--- src/rtl/sar_a2d_cntrl.sv ---
// Successive-approximation A2D controller: MSB-first binary search driving a ladder DAC.
// Optional macro SAR_AVG_EN averages four back-to-back conversions per start.
module sar_a2d_cntrl #(
    parameter int unsigned WIDTH  = 10,
    parameter int unsigned SETTLE = 4
) (
    input  logic             clk,
    input  logic             rst,
    input  logic             strt,
    input  logic             cmp,
    output logic [WIDTH-1:0] dac,
    output logic [WIDTH-1:0] result,
    output logic             cmplt,
    output logic             busy
);

    localparam int unsigned CNT_W = $clog2(SETTLE);
    localparam int unsigned IDX_W = $clog2(WIDTH);
    localparam logic [WIDTH-1:0] MSB_CODE = {1'b1, {(WIDTH-1){1'b0}}};
    localparam logic [CNT_W-1:0] CNT_LAST = CNT_W'(SETTLE - 1);
    localparam logic [IDX_W-1:0] IDX_MSB  = IDX_W'(WIDTH - 1);

    typedef enum logic [1:0] {
        IDLE  = 2'd0,
        TRIAL = 2'd1,
        DONE  = 2'd2
    } state_t;

    state_t           state_q, state_nxt;
    logic [WIDTH-1:0] dac_q, dac_nxt;
    logic [WIDTH-1:0] result_q, result_nxt;
    logic             cmplt_q, cmplt_nxt;
    logic             busy_q, busy_nxt;
    logic [CNT_W-1:0] cnt_q, cnt_nxt;
    logic [IDX_W-1:0] idx_q, idx_nxt;
    logic [WIDTH-1:0] code;
`ifdef SAR_AVG_EN
    logic [WIDTH+1:0] acc_q, acc_nxt, acc_sum;
    logic [1:0]       conv_q, conv_nxt;
`endif

    // State and datapath registers
    always_ff @(posedge clk) begin
        if (rst) begin
            state_q  <= IDLE;
            dac_q    <= '0;
            result_q <= '0;
            cmplt_q  <= 1'b0;
            busy_q   <= 1'b0;
            cnt_q    <= '0;
            idx_q    <= '0;
`ifdef SAR_AVG_EN
            acc_q    <= '0;
            conv_q   <= '0;
`endif
        end else begin
            state_q  <= state_nxt;
            dac_q    <= dac_nxt;
            result_q <= result_nxt;
            cmplt_q  <= cmplt_nxt;
            busy_q   <= busy_nxt;
            cnt_q    <= cnt_nxt;
            idx_q    <= idx_nxt;
`ifdef SAR_AVG_EN
            acc_q    <= acc_nxt;
            conv_q   <= conv_nxt;
`endif
        end
    end

    // Next-state, trial-code and registered-output logic
    always_comb begin
        state_nxt  = state_q;
        dac_nxt    = dac_q;
        result_nxt = result_q;
        cmplt_nxt  = 1'b0;
        busy_nxt   = 1'b0;
        cnt_nxt    = cnt_q;
        idx_nxt    = idx_q;
        code       = dac_q;
`ifdef SAR_AVG_EN
        acc_nxt    = acc_q;
        conv_nxt   = conv_q;
        acc_sum    = acc_q;
`endif

        case (state_q)
            IDLE, DONE: begin
                state_nxt = IDLE;
                if (strt) begin
                    state_nxt = TRIAL;
                    dac_nxt   = MSB_CODE;
                    idx_nxt   = IDX_MSB;
                    cnt_nxt   = '0;
                    busy_nxt  = 1'b1;
`ifdef SAR_AVG_EN
                    acc_nxt   = '0;
                    conv_nxt  = '0;
`endif
                end
            end

            TRIAL: begin
                busy_nxt = 1'b1;
                if (cnt_q == CNT_LAST) begin
                    if (!cmp) begin
                        code[idx_q] = 1'b0;
                    end
                    cnt_nxt = '0;
                    if (idx_q != '0) begin
                        dac_nxt = code | (WIDTH'(1) << (idx_q - IDX_W'(1)));
                        idx_nxt = idx_q - IDX_W'(1);
                    end else begin
`ifdef SAR_AVG_EN
                        acc_sum = acc_q + (WIDTH+2)'(code);
                        acc_nxt = acc_sum;
                        if (conv_q == 2'd3) begin
                            state_nxt  = DONE;
                            dac_nxt    = code;
                            result_nxt = acc_sum[WIDTH+1:2];
                            cmplt_nxt  = 1'b1;
                            busy_nxt   = 1'b0;
                        end else begin
                            // Next sub-conversion starts on the very next edge
                            conv_nxt = conv_q + 2'd1;
                            dac_nxt  = MSB_CODE;
                            idx_nxt  = IDX_MSB;
                        end
`else
                        state_nxt  = DONE;
                        dac_nxt    = code;
                        result_nxt = code;
                        cmplt_nxt  = 1'b1;
                        busy_nxt   = 1'b0;
`endif
                    end
                end else begin
                    cnt_nxt = cnt_q + CNT_W'(1);
                end
            end

            default: begin
                state_nxt = IDLE;
            end
        endcase
    end

    assign dac    = dac_q;
    assign result = result_q;
    assign cmplt  = cmplt_q;
    assign busy   = busy_q;

endmodule

--- config.mk ---
export PLATFORM = sky130hd
export DESIGN_NAME = sar_a2d_cntrl
export DESIGN_NICKNAME = d
export VERILOG_FILES = /design/src/rtl/sar_a2d_cntrl.sv
export SDC_FILE = /design/constraint.sdc
export NUM_CORES = 1
export LEC_CHECK = 0
export BUFFER_PORTS_ARGS = -buffer_cell sky130_fd_sc_hd__buf_2
export CAP_MARGIN = 0
export CELL_PAD_IN_SITES_DETAIL_PLACEMENT = 2
export CELL_PAD_IN_SITES_GLOBAL_PLACEMENT = 2
export CORE_MARGIN = 3
export CORE_UTILIZATION = 29
export CTS_CLUSTER_SIZE = 40
export DETAILED_ROUTE_END_ITERATION = 12
export PLACE_DENSITY = 0.73
export REMOVE_ABC_BUFFERS = 1
export SYNTH_ARGS = -nofsm -noshare
export SYNTH_HDL_FRONTEND = slang
export SYNTH_SLANG_ARGS = --single-unit
export TNS_END_PERCENT = 10
--- constraint.sdc ---
create_clock -name clk -period 1.94 [get_ports clk]
set_clock_uncertainty 0.1 [all_clocks]
set_input_delay 0.194 -clock clk [delete_from_list [all_inputs] [get_ports clk]]
set_output_delay 0.194 -clock clk [all_outputs]
set_load 0.01 [all_outputs]
==> summary.txt <==
Clocking
  • Setup fix buffers added after clock tree synthesis: 0
  • TritonCTS clock tree: built
  • CTS Root Cell: sky130_fd_sc_hd__clkbuf_8
  • TritonCTS Buffers: 5
  • Worst-path clk slew: 70 ps
  • Count of clock tree sinks: 30
  • Longest Clk Path Bufs: 2
  • Clock network latency to the later pin of the worst-skew pair: 280 ps
  • Deepest level of the CTS H-tree: 2

Die
  • Height of the die: 79.9 um
  • Area enclosed by the die boundary: 6390 sq um
  • Top-Level Pins: 26
  • Number of placement rows: 26
  • Core area: 5200 sq um
  • Overall die width: 79.9 um
  • Starting density of the core: 0.305

Logic synthesis
  • Area of the mapped netlist: 1590 sq um
  • Post-synthesis cell type with the largest combined area: sky130_fd_sc_hd__dfxtp_1
  • Count of synthesis-stage warnings from yosys: 0
  • Cell count after synthesis: 190
  • Biggest area contributors in the synthesized netlist: sky130_fd_sc_hd__dfxtp_1 38%, sky130_fd_sc_hd__a21oi_1 7.6%, sky130_fd_sc_hd__ha_1 5.5%
  • Mean instance size in the synthesized netlist: 8.34 sq um
  • Area share of the leading cell type in the synthesized netlist: 0.379
  • Register area share after synthesis: 0.379
  • FF+latch count, synth: 30
  • Count of different cell masters after synthesis: 41

Placement
  • Post-detail-place hpwl: 3610 um
  • Post-place setup slack: 45.2 ps
  • Placed cell areas: 1840 sq um
  • Gpl congestion: 0.815
  • Number of port buffers: 25

Cells and area
  • Leading cell types in the layout, fill and taps excluded: 29 x sky130_fd_sc_hd__dfxtp_1, 25 x sky130_fd_sc_hd__buf_2, 24 x sky130_fd_sc_hd__a21oi_1
  • Antenna diode count: 0
  • Most common cell after layout, fill and taps aside: sky130_fd_sc_hd__dfxtp_1
  • Final cell area excluding filler cells: 1980 sq um
  • Post-layout net count: 236
  • Share of cells above drive strength 1: 0.276
  • Area added between synthesis and finish: 25.2%

GRT
  • Aggregate global routing overflow: 0
  • Largest net degree at the start of global routing: 24
  • Number of antenna violations at the first check in global routing: 0
  • Vias in the first global route: 1675
  • All-layer global routing usage: 0.172
  • Global-route wire length before repair: 8470 um

Critical path
  • Type of element capturing the critical path: register
  • Critical path data required time: 2030 ps
  • WP data arrival: 1950 ps
  • Sort of element at the start of the critical path: register
  • Maximum fanout along the worst path: 3
  • Critical path class: reg2reg

Route
  • Detailed-routing iteration count for the pre-antenna-repair pass: 4
  • Initial detailed-routing violation count: 52
  • Number of design rule violations left after detail routing: 0
  • Routed Antenna Nets: 0
  • Via count: 1517
  • WL final: 4910 um
  • Number of vias per cell after detailed routing: 5.14
  • Average wire per cell in the routed design: 16.6 um

Power
  • PwrDens: 753 nW/um^2
  • VDD IR-drop max: 0.000253 V
  • Static leakage: 0.000781 uW
  • Power, Total: 1490 uW

Job
  • Max-cap viol count: 0

STA
  • Achievable clock frequency: 0.539 GHz
  • Final number of hold-violating endpoints: 0
  • Number of endpoints failing setup at the final stage: 0
  • Setup repair after global routing missed its margin: true
  • Measured slew at the worst slew-check pin: 445 ps
  • Slew headroom: 0.703
  • Post-route clock period utilization: 0.957
  • Minimum setup slack in the final design: 83.3 ps
  • Final Slew Violations: 0
  • Post-layout minimum cycle time: 1860 ps

Outcome
  • Result of the run: finished clean

Worst hold path
  • Path category of the worst min-delay check: in2reg
-- layer usage --
layer	wire length [um]	GRT usage	up-vias
met2	2400	0.291	27
met1	2240	0.213	737
met4	133	0.0642	0
li1	-	-	743
met3	140	0.0339	10
met5	0	0	-
-- state kept, by name, indices dropped and copies added, names as in the netlist --
register	flops
cmplt	1
dac	10
idx_q	4
cnt_q	2
busy	1
state_q	2
result	10
-- final timing paths --
path	startpoint	to	slack (ps)	cells past startpoint
min	rst	idx_q[3]$_SDFFE_PP0P_	80	2
max	idx_q[0]$_SDFFE_PP0P_	dac[2]$_SDFFE_PP0P_	80	6
max reg2reg	idx_q[0]$_SDFFE_PP0P_	dac[2]$_SDFFE_PP0P_	80	6
min reg2reg	result[6]$_SDFFE_PP0P_	result[6]$_SDFFE_PP0P_	350	2
-- where the power goes --
part / internal [uW] / switching, uW / total, uW
Sequential: 628 / 16.2 / 644
Clock: 411 / 242 / 652
Combinational: 75.9 / 122 / 197
Total: 1110 / 380 / 1490
-- stage by stage --
step / instances / util / hold slack (ps) / TNS, ps
2_1_floorplan: 179 / - / 163 / -189
3_3_place_gp: 288 / 0.354 / 337 / 0
3_5_place_dp: 288 / 0.354 / 345 / 0
4_1_cts: 295 / 0.376 / 74.2 / 0
5_1_grt: 295 / 0.381 / 100 / -11.6
6_report: 295 / 0.381 / 79.0 / 0
-- cell families after synthesis --
kind of cell	share of synthesized area
AND/OR/NAND/NOR	0.248
AO/OA/AOI/OAI	0.246
flip-flops	0.379
buffers and inverters	0.0584
adder cells (fa/ha/maj)	0.0552
multiplexers	0.0134
-- area by class of cell --
type	instances	area [sq um]
flip-flops and latches	30	602
multi-input cells	141	918
inverters	8	30.0
well taps	70	87.6
repair buffers	39	234
clock buffers	6	82.6
clock inverters	1	30.0
fillers	611	3220
-- cell usage after synthesis (all sizes together) --
cell type  count
a2111oi        2
a21boi         4
a21o           1
a21oi         24
a22oi          1
a31oi          1
a32oi          1
and3b          1
buf            7
clkbuf         4
dfxtp         30
ha             7
inv            8
mux2           1
mux2i          1
nand2         20
nand2b         3
nand3          7
nand3b         1
nand4bb        1
nor2          18
nor2b          3
nor3           6
nor3b          5
nor4           1
o211ai         1
o21a           1
o21ai         13
o22ai          2
o31ai          6
o32ai          2
or2            2
or3            4
or3b           1
-- critical path, cell delays in order, from the launching register on --
cell	delay [ps]
sky130_fd_sc_hd__dfxtp_2	330
sky130_fd_sc_hd__inv_1	70
sky130_fd_sc_hd__ha_1	220
sky130_fd_sc_hd__or2_2	300
sky130_fd_sc_hd__or3_1	330
sky130_fd_sc_hd__a21boi_2	190
sky130_fd_sc_hd__o31ai_2	230
-- timing repair --
action | 4_1_cts | 5_1_grt
gates resized for setup | 1 | 9
endpoints found under the hold margin | 0 | 0
pin swaps | 0 | 2
hold buffers | 0 | 0
endpoints found under the setup margin | 1 | 17
(Power assumes the default switching activity.)
